[src/rtl/score_pkg.sv]
// Shared types and defaults for the score keeper.
// Holds judge FSM states, note encoding and BCD sizing helpers.
package score_pkg;

    typedef enum logic [1:0] {
        S_IDLE,
        S_JUDGE,
        S_CONVERT
    } state_t;

    localparam logic [2:0] NOTE_REST = 3'd0;

    localparam int DEF_POINTS      = 10;
    localparam int DEF_STREAK_STEP = 8;
    localparam int DEF_MAX_MULT    = 4;
    localparam int DEF_SCORE_W     = 16;

    // ceil(w * log10(2)) in fixed point
    function automatic int bcdDigits(input int w);
        return (w * 30103 + 99999) / 100000;
    endfunction

    localparam int BCD_DIGITS = bcdDigits(DEF_SCORE_W);

endpackage

[src/rtl/score_keeper_bin2bcd.sv]
// Sequential shift-add-3 binary to BCD converter.
// One bit per cycle; done pulses once the last shift has landed.
module bin2bcd_seq #(
    parameter int W = 16,
    parameter int D = 5
) (
    input  logic           clock,
    input  logic           resetn,
    input  logic           start,
    input  logic           clear,
    input  logic [W-1:0]   bin,
    output logic [4*D-1:0] bcd,
    output logic           done
);

    localparam int CW = $clog2(W + 1);

    logic [W-1:0]   sh;
    logic [4*D-1:0] acc;
    logic [4*D-1:0] adj;
    logic [CW-1:0]  cnt;
    logic           busy;

    always_comb begin
        adj = acc;
        for (int i = 0; i < D; i++) begin
            if (acc[4*i +: 4] >= 4'd5)
                adj[4*i +: 4] = acc[4*i +: 4] + 4'd3;
        end
    end

    always_ff @(posedge clock or negedge resetn) begin
        if (!resetn) begin
            sh   <= '0;
            acc  <= '0;
            cnt  <= '0;
            busy <= 1'b0;
            done <= 1'b0;
        end else if (clear) begin
            busy <= 1'b0;
            done <= 1'b0;
        end else begin
            done <= 1'b0;
            if (start) begin
                sh   <= bin;
                acc  <= '0;
                cnt  <= '0;
                busy <= 1'b1;
            end else if (busy) begin
                acc <= {adj[4*D-2:0], sh[W-1]};
                sh  <= {sh[W-2:0], 1'b0};
                cnt <= cnt + 1'b1;
                if (cnt == CW'(W - 1)) begin
                    busy <= 1'b0;
                    done <= 1'b1;
                end
            end
        end
    end

    assign bcd = acc;

endmodule

[src/rtl/score_keeper.sv]
// Beat judge, score/streak/multiplier keeper and BCD front end.
// SCORE_MISS_PENALTY_EN: a miss also subtracts POINTS, floored at 0.
module score_keeper
    import score_pkg::*;
#(
    parameter int POINTS      = DEF_POINTS,
    parameter int STREAK_STEP = DEF_STREAK_STEP,
    parameter int MAX_MULT    = DEF_MAX_MULT,
    parameter int SCORE_W     = DEF_SCORE_W,
    localparam int NDIG       = bcdDigits(SCORE_W)
) (
    input  logic                clock,
    input  logic                resetn,
    input  logic                songDone,
    input  logic                clearScore,
    input  logic                addScore,
    input  logic                changeScore,
    input  logic [2:0]          expectedNote,
    input  logic [2:0]          playerNote,
    input  logic                playerValid,
    output logic [SCORE_W-1:0]  score,
    output logic [7:0]          streak,
    output logic [2:0]          multiplier,
    output logic [7:0]          misses,
    output logic                hit,
    output logic                miss,
    output logic [4*NDIG-1:0]   scoreBcd,
    output logic                bcdValid
);

    state_t               state;
    logic                 judged;
    logic [2:0]           jExp;
    logic                 jHit;
    logic                 pending;
    logic [2:0]           pExp;
    logic                 pHit;
    logic                 strikeSeen;
    logic [2:0]           strikeNote;
    logic                 accept;
    logic                 curHit;
    logic                 startConv;
    logic                 convDone;
    logic [4*NDIG-1:0]    bcdOut;
    logic [7:0]           streakInc;
    logic [7:0]           missInc;
    logic [2:0]           multHit;
    logic [SCORE_W:0]     sum;
    logic [SCORE_W-1:0]   scoreHit;
    logic [SCORE_W-1:0]   scoreMiss;

    assign accept    = addScore && !songDone;
    assign curHit    = strikeSeen && (strikeNote == expectedNote);
    assign startConv = (state == S_JUDGE) && judged
                     && changeScore && !clearScore;

    assign streakInc = (streak == 8'hFF) ? streak : streak + 8'd1;
    assign missInc   = (misses == 8'hFF) ? misses : misses + 8'd1;

    always_comb begin
        int q;
        q = int'(streakInc) / STREAK_STEP + 1;
        if (q > MAX_MULT)
            q = MAX_MULT;
        multHit = 3'(q);
    end

    assign sum       = {1'b0, score}
                     + (SCORE_W+1)'(POINTS * int'(multHit));
    assign scoreHit  = sum[SCORE_W] ? '1 : sum[SCORE_W-1:0];
    assign scoreMiss = (score > SCORE_W'(POINTS))
                     ? score - SCORE_W'(POINTS) : '0;

    bin2bcd_seq #(
        .W (SCORE_W),
        .D (NDIG)
    ) u_bcd (
        .clock  (clock),
        .resetn (resetn),
        .start  (startConv),
        .clear  (clearScore),
        .bin    (score),
        .bcd    (bcdOut),
        .done   (convDone)
    );

    always_ff @(posedge clock or negedge resetn) begin
        if (!resetn) begin
            state      <= S_IDLE;
            judged     <= 1'b0;
            jExp       <= NOTE_REST;
            jHit       <= 1'b0;
            pending    <= 1'b0;
            pExp       <= NOTE_REST;
            pHit       <= 1'b0;
            strikeSeen <= 1'b0;
            strikeNote <= NOTE_REST;
            score      <= '0;
            streak     <= '0;
            multiplier <= 3'd1;
            misses     <= '0;
            hit        <= 1'b0;
            miss       <= 1'b0;
            scoreBcd   <= '0;
            bcdValid   <= 1'b0;
        end else begin
            hit  <= 1'b0;
            miss <= 1'b0;

            // a strike coincident with addScore opens the next beat
            if (clearScore) begin
                strikeSeen <= 1'b0;
                strikeNote <= NOTE_REST;
            end else if (accept) begin
                strikeSeen <= playerValid;
                strikeNote <= playerNote;
            end else if (playerValid && !strikeSeen) begin
                strikeSeen <= 1'b1;
                strikeNote <= playerNote;
            end

            if (clearScore) begin
                state      <= S_IDLE;
                judged     <= 1'b0;
                pending    <= 1'b0;
                score      <= '0;
                streak     <= '0;
                multiplier <= 3'd1;
                misses     <= '0;
                scoreBcd   <= '0;
                bcdValid   <= 1'b1;
            end else begin
                unique case (state)
                    S_IDLE: begin
                        if (pending && !songDone) begin
                            state   <= S_JUDGE;
                            judged  <= 1'b0;
                            jExp    <= pExp;
                            jHit    <= pHit;
                            pending <= accept;
                            pExp    <= expectedNote;
                            pHit    <= curHit;
                        end else if (accept) begin
                            state  <= S_JUDGE;
                            judged <= 1'b0;
                            jExp   <= expectedNote;
                            jHit   <= curHit;
                        end
                    end
                    S_JUDGE: begin
                        if (accept && !pending) begin
                            pending <= 1'b1;
                            pExp    <= expectedNote;
                            pHit    <= curHit;
                        end
                        if (!judged) begin
                            judged   <= 1'b1;
                            bcdValid <= 1'b0;
                            if (!songDone && jExp != NOTE_REST) begin
                                if (jHit) begin
                                    hit        <= 1'b1;
                                    streak     <= streakInc;
                                    multiplier <= multHit;
                                    score      <= scoreHit;
                                end else begin
                                    miss       <= 1'b1;
                                    streak     <= '0;
                                    multiplier <= 3'd1;
                                    misses     <= missInc;
`ifdef SCORE_MISS_PENALTY_EN
                                    score      <= scoreMiss;
`endif
                                end
                            end
                        end else if (changeScore) begin
                            state <= S_CONVERT;
                        end
                    end
                    S_CONVERT: begin
                        if (accept && !pending) begin
                            pending <= 1'b1;
                            pExp    <= expectedNote;
                            pHit    <= curHit;
                        end
                        if (convDone) begin
                            scoreBcd <= bcdOut;
                            bcdValid <= 1'b1;
                            state    <= S_IDLE;
                        end
                    end
                    default: state <= S_IDLE;
                endcase
            end
        end
    end

`ifndef SCORE_MISS_PENALTY_EN
    logic unusedMiss;
    assign unusedMiss = ^scoreMiss;
`endif

endmodule

[config.mk]
export PLATFORM = sky130hd
export DESIGN_NAME = score_keeper
export DESIGN_NICKNAME = d
export VERILOG_FILES = /design/src/rtl/score_pkg.sv /design/src/rtl/score_keeper_bin2bcd.sv /design/src/rtl/score_keeper.sv
export SDC_FILE = /design/constraint.sdc
export NUM_CORES = 1
export LEC_CHECK = 0
export ABC_CLOCK_PERIOD_IN_PS = 6650
export CAP_MARGIN = 10
export CORE_ASPECT_RATIO = 0.6
export CORE_MARGIN = 10
export CORE_UTILIZATION = 45
export DETAILED_ROUTE_END_ITERATION = 16
export HOLD_SLACK_MARGIN = 0.12
export PLACE_DENSITY = 0.63
export RECOVER_POWER = 50
export SLEW_MARGIN = 20
export SYNTH_ARGS = -nofsm -noshare
export SYNTH_HDL_FRONTEND = slang
export SYNTH_SLANG_ARGS = --single-unit
[constraint.sdc]
create_clock -name clock -period 6.65 [get_ports clock]
set_clock_uncertainty 0.05 [all_clocks]
set_input_delay 0.9975 -clock clock [delete_from_list [all_inputs] [get_ports clock]]
set_output_delay 0.9975 -clock clock [all_outputs]
set_load 0.01 [all_outputs]
==> results of run 1 <==
-- cells in the final DEF, fill, tap and decap left out, drive strengths merged, types with 11 or more instances in the layout --
cell type,instances
dfrtp,116
nand2,106
nor2,69
clkdlybuf4s50,67
a21oi,50
o21ai,42
ha,30
clkbuf,26
nand2b,23
inv,22
nor3,22
a31oi,19
xnor2,14
nand3,14
o31ai,12
and3,11
-- per-layer routing --
layer | vias to the layer above | track usage | wire, um
met3 | 12 | 0.0501 | 960
met2 | 143 | 0.214 | 6140
li1 | 2520 | - | -
met1 | 2494 | 0.250 | 8160
met4 | 0 | 0.0423 | 114
met5 | - | 0 | 0
-- area by class of cell --
| class | count | area, um^2 |
|---|---|---|
| fill | 1191 | 5980 |
| clock buffer | 21 | 460 |
| inverter | 22 | 82.6 |
| timing repair buffer | 74 | 708 |
| sequential | 117 | 2930 |
| multi-input combinational | 513 | 3110 |
| tap | 175 | 219 |
| clock inverter | 10 | 130 |
-- critical path: cells and delay by family (launching register included) --
kind                     cells  cell delay, ns
AND/OR/NAND/NOR             10            1.98
AO/OA/AOI/OAI                2            0.61
multiplexers                 1            0.45
adder cells (fa/ha/maj)      6            1.52
flip-flops                   1            0.45
-- power by group through the flow --
| stage | combinational, mW | clock [mW] | sequential [mW] |
|---|---|---|---|
| final | 0.399 | 0.923 | 0.908 |
| after global routing | 0.459 | 0.974 | 0.925 |
| after CTS | 0.405 | 0.939 | 0.908 |
| after detailed placement | 0.402 | 0 | 0.918 |
| after global placement | 0.393 | 0 | 0.912 |
| after floorplan | 0.277 | 0 | 0.899 |
-- cell families (layout without fill, tap and decap cells) --
kind of cell               after synthesis  count (layout)  synth area share
DFF                                    117             117             0.468
buffers and inverters                   56             127            0.0366
AOI/OAI and AO/OA                      163             163             0.162
adders and majority gates               31              31            0.0632
and+or+nand+nor                        288             288             0.224
xor gates and xnor gates                21              21            0.0294
muxes                                   10              10            0.0168
-- cells in the mapped netlist, types with 4 or more instances --
| cell | instances |
|---|---|
| sky130_fd_sc_hd__a211oi_1 | 8 |
| sky130_fd_sc_hd__a21oi_1 | 50 |
| sky130_fd_sc_hd__a22o_1 | 5 |
| sky130_fd_sc_hd__a311oi_1 | 4 |
| sky130_fd_sc_hd__a31oi_1 | 18 |
| sky130_fd_sc_hd__and3_1 | 10 |
| sky130_fd_sc_hd__clkbuf_1 | 27 |
| sky130_fd_sc_hd__dfrtp_1 | 116 |
| sky130_fd_sc_hd__ha_1 | 30 |
| sky130_fd_sc_hd__inv_1 | 21 |
| sky130_fd_sc_hd__mux2_2 | 4 |
| sky130_fd_sc_hd__mux2i_1 | 6 |
| sky130_fd_sc_hd__nand2_1 | 104 |
| sky130_fd_sc_hd__nand2b_1 | 23 |
| sky130_fd_sc_hd__nand3_1 | 14 |
| sky130_fd_sc_hd__nand3b_1 | 4 |
| sky130_fd_sc_hd__nand4_1 | 5 |
| sky130_fd_sc_hd__nor2_1 | 68 |
| sky130_fd_sc_hd__nor2b_1 | 9 |
| sky130_fd_sc_hd__nor3_1 | 18 |
| sky130_fd_sc_hd__nor3_2 | 4 |
| sky130_fd_sc_hd__o21a_1 | 4 |
| sky130_fd_sc_hd__o21ai_0 | 39 |
| sky130_fd_sc_hd__o31ai_1 | 11 |
| sky130_fd_sc_hd__or3_1 | 9 |
| sky130_fd_sc_hd__xnor2_1 | 14 |
| sky130_fd_sc_hd__xor2_1 | 7 |
-- registers in the layout, indices dropped and copies added (netlist names), 5 cells and up --
signal,flops
u_bcd.sh,16
score,16
scoreBcd,20
u_bcd.bcd,20
misses,8
u_bcd.cnt,5
streak,8
-- worst paths after layout --
kind / end / slack [ns]
worst max-delay path: score[11] / 1.40
worst min-delay path: scoreBcd[1] / 0.43
worst max register to register: score[11] / 1.40
worst min register to register: scoreBcd[1] / 0.43
max in group asynchronous: jExp[1] / 1.92
min in group asynchronous: scoreBcd[8] / 1.94
-- stage by stage --
stage,cells,hold slack [ns],power (mW)
2_1_floorplan,686,0.392,1.18
3_3_place_gp,901,0.408,1.31
3_5_place_dp,901,0.416,1.32
4_1_cts,932,0.428,2.25
5_1_grt,932,0.443,2.36
6_report,932,0.425,2.23
==> run metrics, run 1 <==
net switching share of the total power 0.282; Critical Path AT 5.43 ns; worst setup path startpoint streak[0]; setup TNS 0 ns; Post-DP HPWL 10.8 mm; DRC violations left 0; crit path max-delay cell type sky130_fd_sc_hd__dfrtp_1; critical setup path kind reg2reg; vias in the first global route 4887; initial standard-cell utilization of the core 0.459; count of mapped cells out of synthesis 686; row count 33; total setup buffers inserted after CTS 0; net count after synthesis 730; count of nets after finishing 789; width of the die 172 um; crit-path cells ha_1 -> nand4_2 -> nor2_4 -> nor2_1 -> mux2i_1 -> ha_1 -> nand2b_1 -> or4_1 -> and4_4 -> nor3_2 -> ha_1 -> ha_1 -> ha_1 -> ha_1 -> o21a_1 -> o21ai_0 -> or3_1 -> and4_1 -> nor3_2; clock share of power 0.414; violated checks max-capacitance violations, max-slew violations; number of max-slew violations in the final report 160; cts-stage hold buffer count 0; number of enable-type register cells in the synthesized netlist 0; total overflow reported by the global router 0; required arrival time at the worst endpoint 6.83 ns; average instance area after synthesis 9.12 um^2; number of synthesized register bits 117; sequential element share of the synthesized area 0.468; finished layout cell area 7640 um^2; Routed Wire Length 15.4 mm; number of warning messages in the yosys log 0; RePlAce Congestion 0.860; Starting DRT DRC Count 470; placeable core area 13600 um^2; antenna violations before repair 0; layout cell share with drive strength beyond 1 0.0753; TritonCTS Buffers 17; Final Setup Violations 0; most frequent CP cell sky130_fd_sc_hd__ha_1; run status complete, but fails checks; post-synthesis async set-or-reset flop share 1.00; combinational cell fraction of total power 0.179; Max H-tree Level 4; top flip-flop cell by instance count after synthesis sky130_fd_sc_hd__dfrtp_1; DP Area 7060 um^2; endpoints failing hold 0; vertical die dimension 111 um; combined global-route utilization of all metal layers 0.163; Cell Pwr Density 292 nW/um^2; clock net sink count 117; clock-pin slew reported for the worst setup and hold paths after clock tree synthesis 0.06 ns; shortest clock period the worst path allows after layout 5.25 ns; Worst Setup Start Kind register; area of the mapped netlist 6260 um^2; mean routed wirelength per cell 16.5 um; Switching Power 629 uW; Setup Slack @ Placement 1.53 ns; Hold Path Origin scoreBcd[1]; pin count of the biggest net entering global routing 76; logic depth of the worst register-to-register path 19; CTS tree yes; relative contribution of sequential cells to total power 0.407; clock network latency to the later pin of the worst-skew pair 0.41 ns; clock tree root driver cell sky130_fd_sc_hd__clkbuf_16; Antenna Nets Post-Route 0; via density per instance 5.55; number of diodes added for antenna fixing 0; peak per-stage delay on the critical path 0.45 ns; wire length of the first global-routing pass 25.8 mm; area added between synthesis and finish 22.1%; post_cts resized 0; tightest slew margin relative to the limit -1.69; WHS Path Cells 2; ratio of final minimum period to clock period 0.790; fraction of the core area covered by cells at the end of the flow 0.561; number of buffers on the longest clock path 2; ports placed on the boundary 71; worst flop-to-flop path startpoint streak[0]; number of distinct library cells after synthesis 64; standby leakage power 3.28 nW; leading area contributor after synthesis sky130_fd_sc_hd__dfrtp_1; transition time at the pin with the least slew margin 4.03 ns; minimum setup slack in the final design 1.40 ns; category of the worst setup path capture point register; path type of the worst min-delay path reg2reg; biggest fanout along the worst timing path 7; internal power component 1.60 mW; RSZ-0062 raised after global routing false; maximum frequency from static timing analysis 190 MHz; Die ar. 19200 um^2; detailed-route via count 5169; proportion of netlist area held by the largest area contributor 0.464; max capacitance violation total 3; DR pass1 iterations 5; IR drop worst, VDD 0.217 mV; largest cells by area after synthesis sky130_fd_sc_hd__dfrtp_1 (46%), sky130_fd_sc_hd__nand2_1 (6.2%), sky130_fd_sc_hd__ha_1 (6.0%); number of buffer cells added on primary ports 70
Note: power is estimated with default switching activity, not from simulation.
==> run 2: changes to the inputs <==
ABC_CLOCK_PERIOD_IN_PS = 4700   (was 6650)
PLACE_DENSITY = 0.66   (was 0.63)
clock period = 4.7 ns   (was 6.65 ns; I/O delays follow)
==> run 2 against run 1 <==
Compared with the run above:
- the flow still finishes with violations (max-capacitance violations, max-slew violations)
- global-route usage rose by 0.87 points
- sequential share of layout area fell by 0.78 points
- first-iteration DRC count fell by 21%
- via count rose by 0.33%
- critical path depth rose by 1
==> run metrics, run 2 (synthesis gave the netlist of run 1 again) <==
run status complete, but fails checks; violated checks max-capacitance violations, max-slew violations; power after layout 3.23 mW; Starting DRT DRC Count 369; Hold Path Origin scoreBcd[9]; detailed-route via count 5186; Cell Pwr Density 414 nW/um^2; crit path max-delay cell type sky130_fd_sc_hd__or3_4; leading cell type in the layout, fill and taps excluded sky130_fd_sc_hd__dfrtp_1; number of max-slew violations in the final report 111; ratio of final minimum period to clock period 0.940; tightest slew margin relative to the limit -0.207; path type of the worst min-delay path reg2reg; Max H-tree Level 4; mean routed wirelength per cell 16.8 um; DRC violations left 0; DR pass1 iterations 5; Routed Wire Length 15.8 mm; reg-to-reg setup timing slack 0.28 ns; Worst Setup Start Kind register; transition time at the pin with the least slew margin 1.81 ns; crit-path cells ha_2 -> nand4_2 -> nor2_4 -> nor2_1 -> mux2i_2 -> buf_4 -> ha_1 -> nand2b_1 -> or4_1 -> and4_4 -> nor3_4 -> ha_1 -> ha_1 -> ha_1 -> ha_4 -> o21a_1 -> o21ai_2 -> or3_4 -> and4_1 -> nor3_2; via density per instance 5.51; peak per-stage delay on the critical path 0.44 ns; clock network latency to the later pin of the worst-skew pair 0.41 ns; number of buffers on the longest clock path 2; ports placed on the boundary 71; Antenna Nets Post-Route 0; family with the most delay on the worst path simple AND/OR/NAND/NOR gates; Die ar. 19200 um^2; Critical Path AT 4.70 ns; row count 33; clock-pin slew reported for the worst setup and hold paths after clock tree synthesis 0.05 ns; number of diodes added for antenna fixing 0; commonest non-fill, non-tap cells in the layout sky130_fd_sc_hd__dfrtp_1 (115), sky130_fd_sc_hd__nand2_1 (104), sky130_fd_sc_hd__clkdlybuf4s50_1 (68); hold_ws 0.422 ns; worst flop-to-flop path startpoint streak[1]; placeable core area 13600 um^2; standby leakage power 3.37 nW; RePlAce Congestion 0.848; total overflow reported by the global router 0; clock net sink count 117; area added between synthesis and finish 24.7%; category of the worst setup path capture point register; IR drop worst, VDD 0.258 mV; Post-DP HPWL 11.0 mm; number of buffer and inverter instances along the worst setup path 1; setup TNS 0 ns; endpoint of the worst hold-timing path scoreBcd[9]; logic depth of the worst register-to-register path 20; vias in the first global route 5204; critical setup path kind reg2reg; endpoints failing hold 0; clock tree root driver cell sky130_fd_sc_hd__clkbuf_16; initial standard-cell utilization of the core 0.459; width of the die 172 um; most frequent CP cell sky130_fd_sc_hd__ha_1; maximum frequency from static timing analysis 226 MHz; combined global-route utilization of all metal layers 0.172; vertical die dimension 111 um; max capacitance violation total 2; Final Setup Violations 0; pin count of the biggest net entering global routing 70; TritonCTS Buffers 17; biggest fanout along the worst timing path 7; RR Endpoint score[13]; number of buffer cells added on primary ports 70; wire length of the first global-routing pass 27.1 mm; antenna violations before repair 0; count of nets after finishing 799; layout cell share with drive strength beyond 1 0.0978; shortest clock period the worst path allows after layout 4.42 ns; CTS tree yes; required arrival time at the worst endpoint 4.98 ns; WHS Path Cells 2; cts-stage hold buffer count 0
## run 2: how the worst max path moves through the flow
stage / end / from / slack (ns) / depth (start not counted)
final: score[13] / streak[1] / 0.28 / 20
after global routing: score[7] / streak[0] / -0.002 / 19
after CTS: score[12] / streak[1] / 0.04 / 19
after detailed placement: score[11] / streak[1] / -0.11 / 19
after global placement: score[13] / streak[1] / 0.13 / 19
after floorplan: score[11] / streak[0] / 0.22 / 20
## run 2: stage by stage
stage                      util  worst slack, ns  std cells  cell area [um^2]
final                     0.573            0.283        942              7800
after floorplan               -            0.215        686              6260
after CTS                 0.569           0.0382        940              7750
after global routing      0.573         -0.00192        942              7800
after detailed placement  0.522           -0.106        909              7120
after global placement    0.522            0.128        909              7120
## run 2: layer usage
| metal | vias up | wire length, um | track usage |
|---|---|---|---|
| li1 | 2540 | - | - |
| met1 | 2504 | 8040 | 0.245 |
| met2 | 121 | 6770 | 0.246 |
| met3 | 21 | 876 | 0.0557 |
| met4 | 0 | 148 | 0.0429 |
| met5 | - | 0 | 0 |
## run 2: timing repair
item | in CTS | in global routing
gates cloned | 0 | 0
endpoints found under the setup margin | 9 | 16
resized for setup | 2 | 10
pin swaps | 0 | 2
setup buffers | 0 | 2
## run 2: worst reg2reg max path: cells and delay by family (launching register included)
family	cells	cell delay (ns)
compound gates	2	0.23
flops	1	0.43
mux	1	0.11
simple gates	10	2.05
buf+inv	1	0.16
fa+ha+maj	6	1.31
## run 2: layout make-up
cell class / instances / area (um^2)
fill: 1171 / 5820
clock inverter: 10 / 153
tap: 175 / 219
sequential: 117 / 2930
multi-input combinational: 513 / 3170
timing repair buffer: 84 / 783
inverter: 22 / 82.6
clock buffer: 21 / 470
## run 2: report_power, final
group	leakage [nW]	internal (mW)	switching, mW
clock	0.308	0.920	0.446
combinational	1.48	0.259	0.320
sequential	1.58	1.16	0.126
total	3.37	2.34	0.892
==> run 3: changes to the inputs <==
ABC_CLOCK_PERIOD_IN_PS = 3820   (was 4700)
HOLD_SLACK_MARGIN = not set   (was 0.12)
clock period = 3.82 ns   (was 4.7 ns; I/O delays follow)
==> run 3 against run 2 <==
Compared with the run above:
- setup slack worse by 0.55 ns
- the flow finishes with violations (max-capacitance violations, max-slew violations, negative setup slack)
- critical path type unchanged
- largest cell class unchanged
- critical path depth is 2 lower
- fmax is 8.0% higher
- sequential power is 23% higher
- first-iteration DRC count is 1.4% higher
- utilization is 3.5 points higher
==> run metrics, run 3 (synthesis gave the netlist of run 1 again) <==
relative contribution of sequential cells to total power 0.408; final-layout fill cell count 1149; power after layout 3.89 mW; vias in the first global route 5267; category of the worst setup path capture point register; combined global-route utilization of all metal layers 0.174; width of the die 172 um; maximum frequency from static timing analysis 245 MHz; clock-pin slew reported for the worst setup and hold paths after clock tree synthesis 0.06 ns; commonest non-fill, non-tap cells in the layout sky130_fd_sc_hd__dfrtp_1 (114), sky130_fd_sc_hd__nand2_1 (104), sky130_fd_sc_hd__clkdlybuf4s50_1 (68); Setup Slack @ Placement -0.377 ns; number of buffers on the longest clock path 2; net switching share of the total power 0.291; RePlAce Congestion 0.844; antenna violations before repair 0; Worst Setup Start Kind register; TritonCTS Buffers 17; run status complete, but fails checks; Final Setup Violations 16; Routed Wire Length 16.3 mm; IR drop worst, VDD 0.310 mV; number of buffer cells added on primary ports 70; via density per instance 5.48; ports placed on the boundary 71; minimum setup slack in the final design -0.269 ns; ratio of final minimum period to clock period 1.07; total overflow reported by the global router 0; violated checks max-capacitance violations, max-slew violations, negative setup slack; tightest slew margin relative to the limit -0.633; fraction of the core area covered by cells at the end of the flow 0.608; wire length of the first global-routing pass 27.5 mm; placeable core area 13600 um^2; required arrival time at the worst endpoint 4.09 ns; path type of the worst min-delay path reg2reg; clock tree root driver cell sky130_fd_sc_hd__clkbuf_16; shortest clock period the worst path allows after layout 4.09 ns; layout cell share with drive strength beyond 1 0.175; detailed-route via count 5398; Starting DRT DRC Count 374; Die ar. 19200 um^2; Critical Path AT 4.36 ns; number of max-slew violations in the final report 87; leading cell type in the layout, fill and taps excluded sky130_fd_sc_hd__dfrtp_1; mean routed wirelength per cell 16.5 um; number of diodes added for antenna fixing 0; Post-DP HPWL 11.1 mm; DR pass1 iterations 5; biggest fanout along the worst timing path 7; critical setup path kind reg2reg; row count 33; CTS tree yes; Antenna Nets Post-Route 0; pin count of the biggest net entering global routing 74; vertical die dimension 111 um; cts-stage hold buffer count 0; Cell Pwr Density 470 nW/um^2; clock share of power 0.400; standby leakage power 3.56 nW; DRC violations left 0; max capacitance violation total 2; clock network latency to the later pin of the worst-skew pair 0.41 ns; RSZ-0062 raised after global routing true; combinational cell fraction of total power 0.192; area added between synthesis and finish 32.4%; internal power component 2.76 mW; initial standard-cell utilization of the core 0.459; transition time at the pin with the least slew margin 2.45 ns; clock net sink count 117; Switching Power 1.13 mW; endpoints failing hold 0; setup TNS -2.90 ns; Max H-tree Level 4; hold_ws 0.423 ns; count of nets after finishing 841
[run 3: final cells by class]
class / instances / area [um^2] / area share
Clock inverter: 9 / 104 / 0.0125
Tap cell: 175 / 219 / 0.0264
Timing Repair Buffer: 126 / 1120 / 0.135
Clock buffer: 23 / 468 / 0.0565
Sequential cell: 117 / 2930 / 0.354
Multi-Input combinational cell: 513 / 3370 / 0.406
Inverter: 22 / 82.6 / 0.00997
[run 3: what timing repair did]
| action | CTS | global route |
|---|---|---|
| cloned | 0 | 0 |
| pin swaps | 8 | 1 |
| gates resized for setup | 13 | 18 |
| setup endpoints to repair | 16 | 16 |
| buffers inserted | 9 | 1 |
[run 3: per-layer routing]
layer  track usage  vias to the layer above  share of wire
li1              -                     2624              -
met2         0.253                      114           0.45
met1         0.252                     2645           0.49
met3        0.0416                       15          0.050
met4        0.0481                        0          0.010
met5             0                        -              0
[run 3: power groups by stage]
stage / combinational [mW] / clock, mW / sequential (mW)
after floorplan: 0.488 / 0 / 1.57
after global placement: 0.710 / 0 / 1.59
after detailed placement: 0.734 / 0 / 1.60
after CTS: 0.751 / 1.58 / 1.58
after global routing: 0.858 / 1.65 / 1.61
final: 0.746 / 1.56 / 1.59
[run 3: path summary, 6_finish.rpt]
kind                              from       endpoint  slack, ns  cells past startpoint
setup / recovery             streak[2]      score[11]      -0.27                     18
min in group asynchronous       resetn  u_bcd.bcd[10]       0.86                      1
setup reg to reg             streak[2]      score[11]      -0.27                     18
max in group asynchronous       resetn      streak[1]       0.58                      2
hold reg to reg            scoreBcd[9]    scoreBcd[9]       0.42                      2
hold / removal             scoreBcd[9]    scoreBcd[9]       0.42                      2
[run 3: worst max-delay path: stages, from the launching register on]
cell                       delay, ns
sky130_fd_sc_hd__dfrtp_1        0.47
sky130_fd_sc_hd__buf_4          0.21
sky130_fd_sc_hd__nand4_1        0.16
sky130_fd_sc_hd__nor2_2         0.14
sky130_fd_sc_hd__nor2_2         0.07
sky130_fd_sc_hd__ha_2           0.20
sky130_fd_sc_hd__nand2b_1       0.14
sky130_fd_sc_hd__or4_1          0.41
sky130_fd_sc_hd__and4_4         0.23
sky130_fd_sc_hd__nor3_4         0.17
sky130_fd_sc_hd__ha_4           0.16
sky130_fd_sc_hd__ha_4           0.13
sky130_fd_sc_hd__ha_4           0.19
sky130_fd_sc_hd__ha_4           0.26
sky130_fd_sc_hd__o21a_1         0.15
sky130_fd_sc_hd__o21ai_4        0.09
sky130_fd_sc_hd__or3_4          0.41
sky130_fd_sc_hd__and4_1         0.22
sky130_fd_sc_hd__nor3_2         0.14
[run 3: metrics by stage]
step                      std cells  instance area (um^2)
after floorplan                 686                  6390
after global placement          943                  7510
after detailed placement        943                  7510
after CTS                       984                  8210
after global routing            985                  8290
final                           985                  8290
